**src/rtl/counter_stream_monitor_if.sv**
```systemverilog
// Counter-stream monitor bus: sample qualifier/clear/value in, lock and error status out.
interface counter_stream_monitor_if #(
  parameter int WIDTH     = 8,
  parameter int ERR_WIDTH = 16
);
  logic                 en;
  logic                 clr;
  logic [WIDTH-1:0]     inCounter;
  logic                 locked;
  logic                 mismatch;
  logic [WIDTH-1:0]     expected;
  logic [WIDTH-1:0]     lastBad;
  logic [ERR_WIDTH-1:0] errorCount;

  modport master (
    output en, clr, inCounter,
    input  locked, mismatch, expected, lastBad, errorCount
  );

  modport slave (
    input  en, clr, inCounter,
    output locked, mismatch, expected, lastBad, errorCount
  );
endinterface

```
**src/rtl/counter_stream_monitor.sv**
```systemverilog
// Checks that a sampled counter advances by STEP (mod 2^WIDTH) each enabled cycle,
// tracks lock, and records the last break plus a saturating error count.
module counter_stream_monitor #(
  parameter int WIDTH      = 8,
  parameter int STEP       = 1,
  parameter int LOCK_COUNT = 2,
  parameter int ERR_WIDTH  = 16
) (
  input  logic                    clk,
  input  logic                    rst,
  counter_stream_monitor_if.slave bus
);

  localparam int MRW = $clog2(LOCK_COUNT + 1);
  localparam logic [WIDTH-1:0]     STEP_V    = WIDTH'(STEP);
  localparam logic [MRW-1:0]       LOCK_LAST = MRW'(LOCK_COUNT - 1);
  localparam logic [MRW-1:0]       RUN_ONE   = MRW'(1);
  localparam logic [ERR_WIDTH-1:0] ERR_ONE   = ERR_WIDTH'(1);

  typedef enum logic [1:0] {
    IDLE    = 2'd0,
    ACQUIRE = 2'd1,
    LOCKED  = 2'd2
  } state_t;

  state_t           state;
  logic [WIDTH-1:0] prev;
  logic [MRW-1:0]   matchRun;
  logic [WIDTH-1:0] nxt;
  logic             good;

  always_comb begin
    nxt  = prev + STEP_V;
    good = (bus.inCounter == nxt);
  end

  always_ff @(posedge clk or negedge rst) begin
    if (!rst) begin
      state          <= IDLE;
      prev           <= '0;
      matchRun       <= '0;
      bus.locked     <= 1'b0;
      bus.mismatch   <= 1'b0;
      bus.expected   <= '0;
      bus.lastBad    <= '0;
      bus.errorCount <= '0;
    end else begin
      bus.mismatch <= 1'b0;
      // clr outranks any sample in the same cycle, so a break seen then is dropped
      if (bus.clr) begin
        state          <= IDLE;
        matchRun       <= '0;
        bus.locked     <= 1'b0;
        bus.errorCount <= '0;
      end else if (bus.en) begin
        prev <= bus.inCounter;
        unique case (state)
          IDLE: begin
            matchRun <= '0;
            state    <= ACQUIRE;
          end
          ACQUIRE: begin
            if (!good) begin
              matchRun <= '0;
            end else if (matchRun == LOCK_LAST) begin
              matchRun   <= '0;
              bus.locked <= 1'b1;
              state      <= LOCKED;
            end else begin
              matchRun <= matchRun + RUN_ONE;
            end
          end
          LOCKED: begin
            if (!good) begin
              bus.mismatch <= 1'b1;
              bus.expected <= nxt;
              bus.lastBad  <= bus.inCounter;
              if (bus.errorCount != '1)
                bus.errorCount <= bus.errorCount + ERR_ONE;
              bus.locked   <= 1'b0;
              matchRun     <= '0;
              state        <= ACQUIRE;
            end
          end
          default: begin
            matchRun   <= '0;
            bus.locked <= 1'b0;
            state      <= IDLE;
          end
        endcase
      end
    end
  end

endmodule
```
**src/flat_wrapper.sv**
```systemverilog
// flat-port wrapper written by rule: the top's interface ports become plain ports
module counter_stream_monitor_flat 
#(
  parameter int WIDTH      = 8,
  parameter int STEP       = 1,
  parameter int LOCK_COUNT = 2,
  parameter int ERR_WIDTH  = 16
)
  (clk, rst, bus_en, bus_clr, bus_inCounter, bus_locked, bus_mismatch, bus_expected, bus_lastBad, bus_errorCount);
  counter_stream_monitor_if #(.WIDTH(WIDTH), .ERR_WIDTH(ERR_WIDTH)) bus_i ();
  input  logic clk;
  input  logic rst;
  input wire logic [$bits(bus_i.en)-1:0] bus_en;
  input wire logic [$bits(bus_i.clr)-1:0] bus_clr;
  input wire logic [$bits(bus_i.inCounter)-1:0] bus_inCounter;
  output wire logic [$bits(bus_i.locked)-1:0] bus_locked;
  output wire logic [$bits(bus_i.mismatch)-1:0] bus_mismatch;
  output wire logic [$bits(bus_i.expected)-1:0] bus_expected;
  output wire logic [$bits(bus_i.lastBad)-1:0] bus_lastBad;
  output wire logic [$bits(bus_i.errorCount)-1:0] bus_errorCount;
  assign bus_i.en = bus_en;
  assign bus_i.clr = bus_clr;
  assign bus_i.inCounter = bus_inCounter;
  assign bus_locked = bus_i.locked;
  assign bus_mismatch = bus_i.mismatch;
  assign bus_expected = bus_i.expected;
  assign bus_lastBad = bus_i.lastBad;
  assign bus_errorCount = bus_i.errorCount;
  counter_stream_monitor #(.WIDTH(WIDTH), .STEP(STEP), .LOCK_COUNT(LOCK_COUNT), .ERR_WIDTH(ERR_WIDTH)) u_core (.clk(clk), .rst(rst), .bus(bus_i));
endmodule
```
**config.mk**
```make
export PLATFORM = sky130hd
export DESIGN_NAME = counter_stream_monitor_flat
export DESIGN_NICKNAME = d
export VERILOG_FILES = /design/src/rtl/counter_stream_monitor_if.sv /design/src/rtl/counter_stream_monitor.sv /design/src/flat_wrapper.sv
export SDC_FILE = /design/constraint.sdc
export NUM_CORES = 1
export LEC_CHECK = 0
export BUFFER_PORTS_ARGS = -buffer_cell sky130_fd_sc_hd__buf_2
export CORE_UTILIZATION = 30
export CTS_BUF_LIST = sky130_fd_sc_hd__clkbuf_8 sky130_fd_sc_hd__clkbuf_16
export CTS_CLUSTER_SIZE = 20
export DETAILED_ROUTE_END_ITERATION = 6
export MAX_ROUTING_LAYER = met4
export PLACE_DENSITY = 0.47
export SYNTH_ARGS = -nofsm -noshare
export SYNTH_HDL_FRONTEND = slang
export SYNTH_SLANG_ARGS = --single-unit
```
**constraint.sdc**
```tcl
create_clock -name clk -period 4.7 [get_ports clk]
set_input_delay 0.705 -clock clk [delete_from_list [all_inputs] [get_ports clk]]
set_output_delay 0.705 -clock clk [all_outputs]
set_load 0.005 [all_outputs]
```
# Word-level counts from Yosys, hierarchy flattened
# Index checks and enable logic that the tools add are counted.
[op_classes]
eq_ne = 10
n_addsub = 3
n_reduce_logical = 10
muxes = 27
n_div = 0
mul = 0
magnitude_cmp = 0
bitwise = 2
n_shift = 0
[ops]
columns = ["op", "n"]
rows = [
  ["16-bit 2-to-1 mux", 5],
  ["2-bit 2-to-1 mux", 10],
  ["16-bit by 1-bit adder with 16-bit output, second input constant", 1],
  ["16-bit != test, second input constant", 1],
  ["4-bit AND reduction", 3],
  ["1-bit 2-to-1 mux", 9],
  ["8-bit by 1-bit adder with 8-bit output, second input constant", 1],
  ["8-bit == test", 1],
  ["3-bit by 2-bit != test with 1-bit output, second input constant", 2],
  ["2-bit one-hot mux with 3 select lines", 1],
  ["2-bit nonzero test", 3],
  ["5-bit AND reduction", 1],
  ["2-bit by 1-bit == test with 1-bit output, second input constant", 2],
  ["2-bit != test, second input constant", 2],
  ["2-bit one-hot mux with 2 select lines", 1],
  ["2-bit AND reduction", 2],
  ["3-bit != test, second input constant", 1],
  ["1-bit one-hot mux with 3 select lines", 1],
  ["2-bit by 1-bit adder with 2-bit output, second input constant", 1],
  ["2-bit == test, second input constant", 1],
  ["2-bit zero test", 1],
  ["1-bit NOT", 2],
]
[totals]
reg_bits = 46
romBits = 0
ramBits = 0
latch_bits = 0
mem_count = 0
input_bits = 12
out_inout_bits = 34

# Longest topological paths before layout
[depth]
depth_word = 6
depth_mapped = 9

# Worst setup path before layout
# No wires, ideal clock.
[synth_timing]
kind = "input to register"
from = "input port bus_inCounter[7]"
to = "register u_core.bus.errorCount[10]"
path_slack_ns = 2.254
t_arrival_ns = 2.321
required_time_ns = 4.575
cell_stages = 8
path_cell_list = "or3_1 -> a311oi_1 -> nand3b_1 -> a32oi_2 -> buf_4 -> buf_8 -> a21oi_2 -> mux2_4"
[synth_via]
elab_chain_cells = 3
[synth_lines]
columns = ["element", "line_no", "text"]
rows = [
  ["start: declaration", "flat_wrapper.sv:15", "input wire logic [$bits(bus_i.inCounter)-1:0] bus_inCounter;"],
  ["8-bit == test", "counter_stream_monitor.sv:34", "good = (bus.inCounter == nxt);"],
  ["2-bit != test (no source line)", "-", ""],
  ["4-bit AND reduction (no source line)", "-", ""],
  ["end signal: assignment", "counter_stream_monitor.sv:79", "bus.errorCount <= bus.errorCount + ERR_ONE;"],
  ["end: declaration", "counter_stream_monitor_if.sv:22", "output locked, mismatch, expected, lastBad, errorCount"],
]
# No other way between the ends.
# A chain may end at the register's enable or synchronous reset.

# Worst setup path after layout
[layout_timing]
from = "register u_core.prev[0]"
to = "register u_core.bus.lastBad[7]"
[layout_via]
elab_chain_cells = 4
[layout_lines]
columns = ["element", "line_no", "text"]
rows = [
  ["start: declaration", "counter_stream_monitor.sv:27", "logic [WIDTH-1:0] prev;"],
  ["start signal: assignment", "counter_stream_monitor.sv:56", "prev <= bus.inCounter;"],
  ["8-bit by 1-bit adder with 8-bit output", "counter_stream_monitor.sv:33", "nxt = prev + STEP_V;"],
  ["8-bit == test", "counter_stream_monitor.sv:34", ""],
  ["1-bit NOT (no source line)", "-", ""],
  ["4-bit AND reduction (no source line)", "-", ""],
  ["end signal: assignment", "counter_stream_monitor.sv:77", "bus.lastBad <= bus.inCounter;"],
  ["end: declaration", "counter_stream_monitor_if.sv:22", ""],
]
# No other way between the ends.

==> impl_metrics.ini <==
[global_routing]
maximum_number_of_pins_on_one_net_before_global_route_repair = 47
grt_first_pass_wirelength_um = 9563
via_count_of_the_first_global_routing_pass = 1889
overflow = 0
grt_use_total_pct = 13.81
initial_antenna_violation_count = 0

[placed_design]
place_congestion = 0.7397
placed_area_um2 = 2954
io_buffers = 45
dp_cells = 396
place.detailed.hpwl_um = 3901
dp_worst_setup_slack_ns = 1.478

[setup_path]
r2r-start = u_core.prev[0]
critical_path.endpoint_type = flop
critical_path_type = flop to flop
r2r.worst_path.cells = 8
ff2ff_setup_slack_ns = 1.72
timing.critical_path.fanout_max = 22
cp-start-kind = flop
critical_path_arrival_ns = 3.18
critical_path_required_ns = 4.90
crit-reg2reg-capture = u_core.bus.lastBad[7]

[timing]
post-route-min-period_ns = 2.985
min_period_over_period_pct = 63.51
report.final.slew_viol_count = 0
finalHoldViolations = 0
finalClockSkew_ns = 0.01199
maxSlewHeadroom_pct = 30.08
setup-violations-final = 0
setup_repair_after_global_routing_missed_its_margin = false
worst_hold_margin_ns = 0.4894
transition_at_the_pin_with_the_smallest_max_transition_slack_ns = 1.049
setup_total_negative_slack_ns = 0
maximum_frequency_from_static_timing_analysis_mhz = 335.0
finalWorstSetupSlack_ns = 1.715

[floorplan]
fp.dieArea_um2 = 9230
pin_count = 46
initial_core_util_pct = 31.68
rows = 33
die_height_um = 96.08
core_region_area_um2 = 8382
chipWidth_um = 96.08

[clock_tree]
clock_tree.root_cell = clkbuf_8
numClockSinks = 46
clock_path_buffers = 2
post-cts-setup-buffer-count = 0
postCtsHoldBufs = 0
cts_repair_resize_count = 0
skew_pair_late_insertion_delay_ns = 0.30
path_clk_slew_ns = 0.10
htreeDepth = 2
cts_made_buffers = 5
cts_tree = done

[status]
run_status = completed

[pwr]
leakage_nw = 1.457
total_power_mw = 0.8476
max-vdd-ir-drop_mv = 0.1045
power.density_cell_area_nw_per_um2 = 276.4

[cells_and_area]
utilization_pct = 36.59
diodes = 0
design.final.nets = 312
finish.instance_area_um2 = 3067
post_route_cells_drive_above_1_share_pct = 33.11
area.growth.synth_to_final_pct = 15.50
stdcell_count = 404

[logic_synthesis]
synth.yosys.seq_area_share_pct = 43.36
synth.distinct_cells = 45
synthesis.area_per_instance_um2 = 10.33
yosys_register_bits = 46
netlist_instances = 257
synth_enable_flop_cells = 0
synth_async_sr_flop_share_pct = 100.0
synth_commonest_cells = dfrtp_1 (46), mux2_2 (31), nor2_1 (23)
synth.top_cells.by_area = dfrtp_1 (43%), mux2_2 (13%), nor2b_1 (4.2%)
yosysWarnings = 0
syn_area_um2 = 2655
netlist.area_leader.share_pct = 43.36
post-synth-top-count-cell = dfrtp_1
ys_dominant_reg_cell = dfrtp_1
syn_nets = 271
post-synth-top-area-cell = dfrtp_1

[detailed_routing]
average_wire_per_cell_in_the_routed_design_um = 14.36
detail_route.iter0.violations = 56
vias = 2016
avgViaCountPerCell = 4.990
route.detailed.drc = 0
detail_route.wirelength_um = 5803
routed_antenna_nets = 0
detailedRoute.firstPassIterationCount = 4

[job]
max_cap_viol_count = 0

[hold_path]
timing.hold.worst.class = primary input to asynchronous set/reset pin
==> cells in the final DEF (no fill, tap or decap), types with 2 or more instances in the layout <==
master     Yosys  layout
a2111oi_0      3       3
a211oi_1       3       3
a21oi_1       11      11
a21oi_2        5       5
a31oi_1        2       2
and2_1         3       3
and3_1         8       8
and4_1         2       2
buf_2          4      45
buf_4          1       5
clkbuf_8       0       5
dfrtp_1       46      46
ha_1           2       2
inv_1          6       6
mux2_2        31      31
mux2_4         4       4
mux2i_1        4       4
nand2_1       13      13
nand2b_1       5       5
nand3_1        8       8
nand4_1       10      10
nor2_1        23      23
nor2b_1       18      18
nor3b_1        2       2
o211ai_1       2       2
o21ai_0        3       3
or3_1          2       2
xnor2_1        4       4
xor2_1         7       7
==> state kept, by name (all words and copies together) (netlist names) <==
signal and count:
u_core.bus.lastBad 8, u_core.bus.expected 8, u_core.state 2, u_core.bus.mismatch 1
u_core.bus.locked 1, u_core.bus.errorCount 16, u_core.prev 8, u_core.matchRun 2
==> worst max-delay path by stage <==
| stage | depth (start not counted) | from | slack (ns) | to |
|---|---|---|---|---|
| finish | 8 | u_core.prev[0] | 1.72 | u_core.bus.lastBad[7] |
| global route | 8 | u_core.prev[0] | 1.49 | u_core.bus.lastBad[7] |
| CTS | 8 | u_core.prev[0] | 1.65 | u_core.bus.lastBad[7] |
| detailed placement | 5 | bus_clr | 1.48 | u_core.bus.lastBad[7] |
| global placement | 5 | bus_clr | 1.54 | u_core.bus.expected[7] |
| floorplan | 8 | bus_inCounter[7] | 2.25 | u_core.bus.errorCount[10] |
==> area by class of cell <==
class                   instances  area, µm²
fillers                       867       5315
multi-input cells             189       1386
flip-flops and latches         46       1151
repair buffers                 50      262.8
well taps                     105      131.4
clock buffers                   5      68.82
clock inverters                 3      43.79
inverters                       6      22.52
==> report_power, final <==
group	leakage (nW)	internal (mW)	switching [mW]	total, mW
Clock	0.0585	0.160	0.152	0.312
Sequential	0.608	0.406	0.0228	0.429
Combinational	0.790	0.0432	0.0637	0.107
==> worst max-delay path, stage by stage (launching register included) <==
cell and delay, ns:
dfrtp_1 0.50, ha_1 0.30, nand3_1 0.16, nor3_1 0.16, a21oi_1 0.06, and3_1 0.20
buf_4 0.22, a21oi_2 0.85, mux2_2 0.42
==> kinds of logic after synthesis <==
logic type,share of synthesized area (%)
muxes,17.34
and+or+nand+nor,19.46
adders and majority gates,0.9424
buffers and inverters,4.430
xor gates and xnor gates,3.629
DFF,43.36
AOI/OAI and AO/OA,10.84
==> routing by layer <==
layer / global-route usage (%) / vias to the layer above / routed length, µm
met3: 2.607 / 5 / 203
met4: 3.358 / 0 / 46
li1: - / 998 / -
met2: 22.64 / 40 / 2672
met5: - / - / 0
met1: 17.55 / 973 / 2881
Note: power is estimated with default switching activity, not from simulation.
